==> src/rtl/adder_arbiter.sv <==
// Purpose : two-requester arbiter/sequencer in front of the shared external 32-bit adder.
// Latency : 2 cycles from request accept to rsp_valid; one transaction in flight at a time.
// Backpressure: rsp_ready low holds the response indefinitely; both request readies stay low until it drains.
//
// Ports:
//   clk, reset_n                  clock, asynchronous active-low reset
//   req0_valid/_a/_b/_ready       requester 0 (PC incrementer) operand handshake
//   req1_valid/_a/_b/_ready       requester 1 (branch target) operand handshake
//   add_a, add_b, add_y           operands to / sum from the external combinational adder
//   rsp_valid/_id/_y/_ready       registered sum plus owning requester id
//
// Build option: define ADDER_ARB_RR_EN for round-robin arbitration between
// simultaneous requests; otherwise requester 0 has fixed priority.

module adder_arbiter #(
  parameter int n = 32
) (
  input  logic         clk,
  input  logic         reset_n,

  input  logic         req0_valid,
  input  logic [n-1:0] req0_a,
  input  logic [n-1:0] req0_b,
  output logic         req0_ready,

  input  logic         req1_valid,
  input  logic [n-1:0] req1_a,
  input  logic [n-1:0] req1_b,
  output logic         req1_ready,

  output logic [n-1:0] add_a,
  output logic [n-1:0] add_b,
  input  logic [n-1:0] add_y,

  output logic         rsp_valid,
  output logic         rsp_id,
  output logic [n-1:0] rsp_y,
  input  logic         rsp_ready
);

`ifdef ADDER_ARB_RR_EN
  localparam bit RR_EN = 1'b1;
`else
  localparam bit RR_EN = 1'b0;
`endif

  localparam logic [1:0] IDLE = 2'd0;
  localparam logic [1:0] EXEC = 2'd1;
  localparam logic [1:0] RESP = 2'd2;

  typedef struct packed {
    logic [n-1:0] a;
    logic [n-1:0] b;
  } opnd_t;

  logic [1:0] state;
  logic       run;
  logic       last_grant;
  logic       gnt_id;
  opnd_t      op;

  logic       arb_en;
  logic       win_id;

  // run keeps the release cycle quiet: no ready until one full edge has
  // been seen with reset deasserted.
  assign arb_en = run && (state == IDLE) && (req0_valid || req1_valid);

  // Winner selection. With a single requester valid it always wins. With
  // both valid, fixed priority picks 0; round-robin picks whoever did not
  // win last time. last_grant is kept in both builds so the register set
  // does not depend on the arbitration policy.
  always_comb begin
    win_id = 1'b0;
    if (req0_valid && req1_valid) begin
      win_id = RR_EN ? ~last_grant : 1'b0;
    end else begin
      win_id = req1_valid;
    end
  end

  assign req0_ready = arb_en && !win_id;
  assign req1_ready = arb_en &&  win_id;

  // The captured operands feed the adder directly. They are only reloaded
  // on accept, so the adder inputs hold their last value outside EXEC.
  assign add_a = op.a;
  assign add_b = op.b;

  always_ff @(posedge clk or negedge reset_n) begin
    if (!reset_n) begin
      state      <= IDLE;
      run        <= 1'b0;
      op         <= '0;
      gnt_id     <= 1'b0;
      last_grant <= 1'b1;
      rsp_valid  <= 1'b0;
      rsp_id     <= 1'b0;
      rsp_y      <= '0;
    end else begin
      run <= 1'b1;
      case (state)
        IDLE: begin
          if (arb_en) begin
            op         <= win_id ? {req1_a, req1_b} : {req0_a, req0_b};
            gnt_id     <= win_id;
            last_grant <= win_id;
            state      <= EXEC;
          end
        end
        EXEC: begin
          // Carry-out of the external adder is not visible here; the sum
          // is taken modulo 2^n as delivered.
          rsp_y     <= add_y;
          rsp_id    <= gnt_id;
          rsp_valid <= 1'b1;
          state     <= RESP;
        end
        RESP: begin
          if (rsp_ready) begin
            rsp_valid <= 1'b0;
            state     <= IDLE;
          end
        end
        default: begin
          state <= IDLE;
        end
      endcase
    end
  end

endmodule
==> config.mk <==
export PLATFORM = sky130hd
export DESIGN_NAME = adder_arbiter
export DESIGN_NICKNAME = d
export VERILOG_FILES = /design/src/rtl/adder_arbiter.sv
export SDC_FILE = /design/constraint.sdc
export NUM_CORES = 1
export LEC_CHECK = 0
export ABC_AREA = 1
export CORE_MARGIN = 2
export CORE_UTILIZATION = 40
export CTS_BUF_LIST = sky130_fd_sc_hd__clkbuf_4
export DETAILED_ROUTE_END_ITERATION = 6
export DONT_BUFFER_PORTS = 1
export MAX_ROUTING_LAYER = met4
export PLACE_DENSITY = 0.52
export SLEW_MARGIN = 20
export SYNTH_ARGS = -nofsm -noshare
export SYNTH_HDL_FRONTEND = slang
export SYNTH_SLANG_ARGS = --single-unit
==> constraint.sdc <==
create_clock -name clk -period 2.6 [get_ports clk]
set_clock_uncertainty 0.2 [all_clocks]
set_input_delay 0.39 -clock clk [delete_from_list [all_inputs] [get_ports clk]]
set_output_delay 0.39 -clock clk [all_outputs]
set_load 0.005 [all_outputs]
==> reports/metrics.cfg, run 1 <==
[run_status]
outcome=aborted with a tool error
haltStage=clock tree synthesis
error=[ERROR RSZ-0060] Max buffer count reached.

[logic_synthesis]
netlist_area_mm2=0.00479
ys_types=15
ys.flop_type=dfrtp_1
yosysWarnings=0
synthTopCellsByCount=nand2_1, dfrtp_1, nand3_1
syn_avg_cell_area_um2=7.39
synthArstFlopShare_pct=100
synth-seq-cells=102
yosysSeqAreaShare_pct=53.3
yosysMostFrequentCell=nand2_1
synth_top_area_cell=dfrtp_1
synth_nets=813
synth_edf_count=0
synth_top_area_share_pct=53.3
synthesis.instances=648
yosys-top-cells-area=dfrtp_1, nand2_1, nand3_1

[clock_network]
cts_setup_buffers=0
cts_hold_repair.buffers=156
numCtsBuffers=9
clockBufferDepth=2
cts_resized=0
h-tree-depth=3
cts.sinks=102
clockRootBuffer=clkbuf_4

[floorplanning]
die_h_um=113
die_x_um=113
rows=39
io_pins=265
initial_utilization_pct=41.4

[place]
place_hpwl_um=8660
postPlaceCellArea_mm2=0.00481
portBuffers=0
gp_congestion=0.753

## stage by stage
step	hold slack, ns	worst slack, ns	instances
global placement	-0.104	0.850	757
floorplan	-0.106	1.05	648
detailed placement	-0.103	0.809	757
## cells by family after synthesis
group	synth area share [%]
buffers and inverters	5.33
AND/OR/NAND/NOR	41.0
other	0.0783
flip-flops	53.3
AO/OA/AOI/OAI	0.313
==> run 2: changes to the inputs <==
CORE_UTILIZATION = 25   (was 40)
CTS_BUF_LIST = not set   (was sky130_fd_sc_hd__clkbuf_4)
MAX_ROUTING_LAYER = not set   (was met4)
PLACE_DENSITY = not set   (was 0.52)
PLACE_DENSITY_LB_ADDON = 0.15   (was not set)
==> reports/metrics.cfg, run 2 <==
[run_status]
outcome=complete, but fails checks
failed_checks=hold timing

[final_layout]
final_util_pct=29.4
drive_gt1_share_pct=4.37
antenna_cells=0
area_growth_syn_to_layout_pct=15.2
final_common_cell=nand2_1
instances_no_fill=897
fin_nets=824
final_cell_mix=nand2_1, dfrtp_1, nand3_1, dlygate4sd3_1, clkbuf_16

[timing]
setup_viol=0
drv_slew=0
hold_viol=102
setup_ws_ns=0.626
rsz0062_at_grt=no
whs_ns=-0.464
worst_pin_slew_ns=0.705
tns_ns=0
post-route-min-period_ns=1.97
fmaxAchievable_mhz=506
relSlewSlack_pct=53.0
fin_crit_sh_pct=75.9

[logic_synthesis]
yosysSeqAreaShare_pct=53.3
syn_avg_cell_area_um2=7.39
synth-seq-cells=102
synth_edf_count=0
synthArstFlopShare_pct=100
yosysMostFrequentCell=nand2_1
synth_nets=813
yosys-top-cells-area=dfrtp_1, nand2_1, nand3_1
netlist_area_mm2=0.00479
synth_top_area_share_pct=53.3
yosysWarnings=0
synthTopCellsByCount=nand2_1, dfrtp_1, nand3_1
ys_types=15
ys.flop_type=dfrtp_1
synth_top_area_cell=dfrtp_1
synthesis.instances=648

[clock_network]
clk_pin_slew_ns=0.07
clockRootBuffer=clkbuf_16
clockBufferDepth=2
cts_hold_repair.buffers=33
cts_tree=built
cts.sinks=102
h-tree-depth=3
numCtsBuffers=9
insertion_delay_ns=0.34

[setup_path]
start_kind=flip-flop
path_cells=nor2_4 -> nand2_1 -> nor2_1
crit_family=simple AND/OR/NAND/NOR gates
crit_arrival_ns=1.38
critPathMaxStageDelay_ns=0.44
worst-path-max-fanout=4
endpoint_kind=output port
crit_buf_inv=0
cpMaxStageDelayCell=dfrtp_1
timing_worst_setup_path_type=reg2out
required_ns=2.01

[detailed_routing]
antenna_left=0
highest_layer=met4
drc=0
dr_total_vias=4101
vias_per_cell=4.57
wire_per_inst_um=16.0
wirelength_met1_um=5750
met3WireLength_um=1330
finalWirelength_um=14300
wl_met2_um=6870
drtIter0Drc=182
drtPass1Iterations=4

[floorplanning]
io_pins=265
die_h_um=142
rows=50
die_x_um=142
core_area_mm2=0.0188
initial_utilization_pct=25.5
die-area_mm2=0.0203

[global_routing]
antenna_found_initial=0
grt_pass1_wl_um=21100
first_global_vias=4025
track_usage_pct=13.5
gr-total-overflow=0
grt_max_degree=103

[run]
maxCapViolCount=0

[place]
dpl.cell_count=849
portBuffers=0
gp_congestion=0.790
place_hpwl_um=9570
dp_slack_ns=0.694

[power]
ir_worst_vdd_uv=297
leakagePower_nw=3.01
powerDensity_mw_per_mm2=930

[hold_path]
hold_class=in2async

-- run 2: path summary, 6_finish.rpt --
kind / from / end / slack [ns] / depth (start not counted)
min reg2reg: gnt_id$_DFFE_PN0P_ / rsp_id$_DFFE_PN0P_ / 0.29 / 2
min in group clk: rsp_ready / rsp_valid$_DFFE_PN0P_ / 0.03 / 3
max: state[1]$_DFFE_PN0P_ / req1_ready / 0.63 / 3
max reg2reg: state[1]$_DFFE_PN0P_ / add_b[27]$_DFFE_PN0P_ / 0.86 / 6
min: reset_n / rsp_y[7]$_DFFE_PN0P_ / -0.46 / 0
max in group asynchronous: reset_n / add_b[15]$_DFFE_PN0P_ / 2.52 / 0
-- run 2: cell type report --
class / instances / area, um2
Sequential cell: 102 / 2550
Multi-Input combinational cell: 500 / 1990
Timing Repair Buffer: 40 / 383
Fill cell: 2010 / 13300
Tap cell: 234 / 293
Clock inverter: 4 / 32.5
Inverter: 6 / 22.5
Clock buffer: 11 / 243
-- run 2: layer usage --
layer	GRT usage, %	up-vias
met5	0	-
met4	5.52	0
met3	4.85	22
met2	22.8	196
met1	15.6	1877
li1	-	2006
-- run 2: timing repair --
action                    4_1_cts  5_1_grt
hold endpoints to repair      135      102
buffers inserted                0        0
gates resized for setup         0        0
-- run 2: through the flow --
stage / power (W) / area [um2] / hold WS, ns
3_5_place_dp: 0.00385 / 4910 / -0.103
3_3_place_gp: 0.00383 / 4910 / -0.103
6_report: 0.00513 / 5520 / -0.464
2_1_floorplan: 0.00351 / 4790 / -0.106
4_1_cts: 0.00523 / 5520 / -0.485
5_1_grt: 0.00552 / 5520 / -0.491
-- run 2: where the power goes --
part           total [W]  internal (W)  switching (W)
Sequential       0.00285       0.00225       0.000597
Combinational   0.000993      0.000382       0.000610
Clock            0.00129      0.000677       0.000609
Total            0.00513       0.00331        0.00182
-- run 2: logic make-up (layout without fill, tap and decap cells) --
logic type             after synthesis  in the layout  share of synthesized area, %
and+or+nand+nor                    496            496                          41.0
DFF                                102            102                          53.3
buffers and inverters               46             61                          5.33
AOI/OAI and AO/OA                    3              3                         0.313
other                                1              1                        0.0783
Power figures use the tool's default switching activity.
==> variant 1: new RTL, config.mk and constraints of run 2 <==
Set the localparam `RR_EN` to 1'b1 (it was 1'b0).
--- a/src/rtl/adder_arbiter.sv
+++ b/src/rtl/adder_arbiter.sv
@@ -42,5 +42,5 @@
   localparam bit RR_EN = 1'b1;
 `else
-  localparam bit RR_EN = 1'b0;
+  localparam bit RR_EN = 1'b1;
 `endif
 
Check against the original RTL: not equivalent (a bounded check fails within 10 cycles, from zero or initial values and one cycle with reset_n low).
==> variant 1 against run 2 <==
Design area rose by 2.1%; clock power grew 12%; setup slack worse by 0.060 ns; combinational power rose by 25%; critical endpoint unchanged; sequential power rose by 4%; count of clock-buffer cells in the layout is 2 lower; synthesized area grew 0.84%; the flow still finishes with violations (negative hold slack); fmax decreased by 2.9%; synthesized cell count grew 0.62%; routed wire length is 0.75% lower; power up 10%; sequential cell count increased by 1.
==> variant 1: results (changes against run 2) <==
| Metric | Value |
|---|---|
| Outcome | finished with violations (unchanged) |
| Failing checks | negative hold slack (unchanged) |
| First-pass GRT wire length | 21200 µm (was 21100 µm) |
| Layout cells sized above 1 | 4.80% (was 4.37%) |
| Syn avg cell area | 7.41 µm² (was 7.39 µm²) |
| Post-DP HPWL | 9470 µm (was 9570 µm) |
| Hold_ws | -0.470 ns (was -0.464 ns) |
| YS warnings | 0 (unchanged) |
| Tightest Pin Transition | 0.660 ns (was 0.705 ns) |
| Filler instances | 1985 (was 2010) |
| Post-synthesis sequential area ratio | 53.4% (was 53.3%) |
| Leak Pwr | 3.05 nW (was 3.01 nW) |
| Area contributors post-synth | dfrtp_1, nand2_1, nand3_1 (unchanged) |
| Post-Syn Nets | 817 (was 813) |
| Dpl ws | 0.912 ns (was 0.694 ns) |
| Crit-path max cell delay | 0.54 ns (was 0.44 ns) |
| Initial antenna violation count | 1 (was 0) |
| Vias in the first global route | 4021 (was 4025) |
| CP max stage cell | dfstp_2 (was dfrtp_1) |
| WP data arrival | 1.44 ns (was 1.38 ns) |
| Largest net degree at the start of global routing | 104 (was 103) |
| Multi-input logic area | 1990 µm² (about the same) |
| Maximum vdd drop | 297 µV (about the same) |
| Cell count after placement | 878 (was 849) |
| Layout Cells excl Fill | 928 (was 897) |
| Sw Share | 37.0% (was 35.4%) |
| Placed Area | 4980 µm² (was 4910 µm²) |
| Worst-path fanout max | 29 (was 4) |
| Root buf cell | clkbuf_16 (unchanged) |
| RD Place Congestion | 0.728 (was 0.790) |
| Compound-cell area share of the yosys netlist | 0.207% (was 0.313%) |
| Detailed Route Iter0 Violations | 106 (was 182) |
| Final Hold Fails | 103 (was 102) |
| Top cells by count, synth | nand2_1, dfrtp_1, nand3_1 (unchanged) |
| Vias/cell | 4.46 (was 4.57) |
| Largest family of logic cells by synthesized area | simple AND/OR/NAND/NOR gates (unchanged) |
variant 1: worst paths after layout:
path	startpoint	to	slack [ns]	cells past startpoint
min	reset_n	rsp_y[3]$_DFFE_PN0P_	-0.47	0
min in group clk	req0_b[8]	add_b[8]$_DFFE_PN0P_	0.03	4
max in group asynchronous	reset_n	last_grant$_DFFE_PN1P_	2.45	0
max reg2reg	last_grant$_DFFE_PN1P_	add_a[3]$_DFFE_PN0P_	0.95	6
min reg2reg	last_grant$_DFFE_PN1P_	last_grant$_DFFE_PN1P_	0.28	2
max	last_grant$_DFFE_PN1P_	req1_ready	0.57	4
variant 1: area by class of cell:
cell class / instances / share of cell area (%)
Tap cell: 260 / 5.78
Multi-Input combinational cell: 502 / 35.4
Clock inverter: 7 / 1.58
Antenna cell: 1 / 0.0444
Sequential cell: 103 / 45.8
Clock buffer: 9 / 4.00
Inverter: 6 / 0.400
Timing Repair Buffer: 40 / 7.02
variant 1: routing by layer:
metal | up-vias | global-route usage [%] | share of wire [%]
li1 | 2016 | - | -
met1 | 1901 | 16.9 | 44
met2 | 204 | 21.8 | 46
met3 | 19 | 3.86 | 8.2
met4 | 0 | 5.99 | 2.2
met5 | - | 0 | 0
variant 1: power by group through the flow:
stage	registers [mW]	clock network (mW)	logic (mW)
after global placement	3.01	0	1.18
after CTS	2.97	1.50	1.27
after floorplan	2.77	0	1.05
final	2.96	1.44	1.24
after global routing	3.06	1.57	1.48
after detailed placement	2.98	0	1.24
variant 1: worst max-delay path: cells and delay by family (launching register included):
family	cells	cell delay, ns
flip-flops	1	0.54
buffers and inverters	1	0.28
AND/OR/NAND/NOR	3	0.27
==> variant 2: new RTL, flow settings as in run 2 <==
Made on the original files. Make the reset (`reset_n`) synchronous in one clocked block. Comments in the files are not updated.
--- a/src/rtl/adder_arbiter.sv
+++ b/src/rtl/adder_arbiter.sv
@@ -88,5 +88,5 @@
   assign add_b = op.b;
 
-  always_ff @(posedge clk or negedge reset_n) begin
+  always_ff @(posedge clk) begin
     if (!reset_n) begin
       state      <= IDLE;
Behaviour: differs if reset_n is asserted again (counterexample within 4 cycles, from zero or initial values and one cycle with reset_n low); with reset_n held inactive, the same outputs for 10 cycles.
==> variant 2 against run 2 <==
Largest cell class is now multi-input gates; setup slack improved by 0.16 ns; synthesized area fell by 3.4%; core utilization increased by 0.17 points; first-iteration DRC count up 6.6%; design area decreased by 3.1%; critical path type is now reg -> reg; the flow finishes with violations (design-rule violations); sequential share of layout area is 8.1 points lower; routed wire length increased by 0.27%; via count rose by 3.7%; non-clock buffer count is 1 higher; sequential cell count stayed put.
Power is not compared: it rests on default switching activity, and its combinational part moved more than twofold at a synthesized area within 25%.
==> variant 2: results (changes against run 2) <==
| Metric | Value |
|---|---|
| Outcome | finished with violations (unchanged) |
| Failing checks | design-rule violations (was negative hold slack) |
| Clock buffer cells | 12 (was 11) |
| Comb_multi_in | 501 (was 500) |
| Clock network share of area | 6.06% (was 4.99%) |
| Layout cells sized above 1 | 9.15% (was 4.37%) |
| Reg area | 2040 µm² (was 2550 µm²) |
| Slew HR | 64.6% (was 53.0%) |
| Largest net degree at the start of global routing | 69 (was 103) |
| Synth Area in Adders | 0% (unchanged) |
| Hold depth | 3 |
| Multi-input logic area | 2240 µm² (was 1990 µm²) |
| Top cells by count, synth | nand2_1, dfxtp_1, nor2_1 (was nand2_1, dfrtp_1, nand3_1) |
| HP Class | in -> reg (was in -> async) |
| Vias in the first global route | 4149 (was 4025) |
| Worst reg2reg path startpoint | state[1]$_SDFFE_PN0P_ (was state[1]$_DFFE_PN0P_) |
| Filler instances | 1938 (was 2010) |
| DRC viols | 21 (was 0) |
| TritonCTS Buffers | 9 (unchanged) |
| Cell count after placement | 848 (was 849) |
| Post_cts resized | 0 (unchanged) |
| Synth Area in XOR/XNOR | 0% (unchanged) |
| Nonclk inv count | 8 (was 6) |
| Synth Flop Type | dfxtp_1 (was dfrtp_1) |
| Repair and plain buffers | 41 (was 40) |
| RD Place Congestion | 0.735 (was 0.790) |
| Placed Area | 4700 µm² (was 4910 µm²) |
| Mapped Area | 4620 µm² (was 4790 µm²) |
| Clock Latency Late Sink | 0.34 ns (about the same) |
| Buffering overhead | 7.91% (was 6.94%) |
| Routed wire length | 14400 µm (was 14300 µm) |
| YS warnings | 0 (unchanged) |
| Detailed Route Iter0 Violations | 194 (was 182) |
| Register-to-Register Path Depth | 6 (unchanged) |
| Vias/cell | 4.74 (was 4.57) |
| Hold EP | state[1]$_SDFFE_PN0P_ |
| Compound-cell area share of the yosys netlist | 12.6% (was 0.313%) |
| Area contributors post-synth | dfxtp_1, nand2_1, nand3_1 (was dfrtp_1, nand2_1, nand3_1) |
| Number of nets in the layout | 828 (was 824) |
| WP data arrival | 1.89 ns (was 1.38 ns) |
| Number of sequential cells | 102 (unchanged) |
| Post-synthesis sequential area ratio | 44.2% (was 53.3%) |
| Layout Cells excl Fill | 896 (was 897) |
| Root buf cell | clkbuf_16 (unchanged) |
| Worst-path fanout max | 36 (was 4) |
| Post-DP HPWL | 9450 µm (was 9570 µm) |
| Post-synthesis cell type count | 22 (was 15) |
| Asr flop ratio synth | 0% (was 100%) |
| Syn avg cell area | 7.01 µm² (was 7.39 µm²) |
| Tot GR Track Use | 14.1% (was 13.5%) |
| Area growth syn-to-layout | 15.6% (was 15.2%) |
| Terminus of the critical flop-to-flop path | add_a[2]$_SDFFE_PN0P_ (was add_b[27]$_DFFE_PN0P_) |
| TritonRoute pass-1 iters | 7 (was 4) |
| First-pass GRT wire length | 21800 µm (was 21100 µm) |
| Hold_ws | 0.0313 ns (was -0.464 ns) |
| Leak Pwr | 2.26 nW |
| R2r setup slk | 0.78 ns (was 0.86 ns) |
| H-tree depth | 3 (unchanged) |
| Dpl ws | 0.593 ns (was 0.694 ns) |
-- variant 2: routing by layer --
metal | vias up | global-route usage, % | share of wire (%)
li1 | 2113 | - | -
met1 | 1942 | 15.3 | 39
met2 | 184 | 24.8 | 48
met3 | 12 | 5.98 | 12
met4 | 0 | 4.63 | 1.2
met5 | - | 0 | 0
-- variant 2: worst max-delay path, stage by stage (launching register included) --
cell and delay (ns):
dfxtp_1 0.37, nor2_4 0.19, nand2_4 0.08, nor2_8 0.41, buf_12 0.27, nand2_1 0.07, a21oi_1 0.13
-- variant 2: what timing repair did --
item                                    CTS  global route
endpoints found under the setup margin    0             0
hold buffers                             33             0
buffers inserted                          0             0
endpoints found under the hold margin    35             0
-- variant 2: power by group through the flow --
| stage | logic (mW) | clock network (mW) | registers, mW |
|---|---|---|---|
| floorplan | 0.372 | 0 | 1.76 |
| global placement | 0.399 | 0 | 1.80 |
| detailed placement | 0.408 | 0 | 1.80 |
| CTS | 0.455 | 1.55 | 1.76 |
| finish | 0.446 | 1.48 | 1.76 |
| global route | 0.513 | 1.60 | 1.77 |
-- variant 2: how the worst max path moves through the flow --
stage                     startpoint                     end  slack (ns)  cells after the start
2_1_floorplan             req0_valid              req1_ready        1.04                      4
3_3_place_gp              req0_valid  add_a[26]$_SDFFE_PN0P_        0.68                      7
3_5_place_dp              req0_valid  add_a[26]$_SDFFE_PN0P_        0.59                      7
4_1_cts                      reset_n   rsp_y[1]$_SDFFE_PN0P_        0.68                      3
5_1_grt        state[1]$_SDFFE_PN0P_   add_a[2]$_SDFFE_PN0P_        0.60                      6
6_report       state[1]$_SDFFE_PN0P_   add_a[2]$_SDFFE_PN0P_        0.78                      6
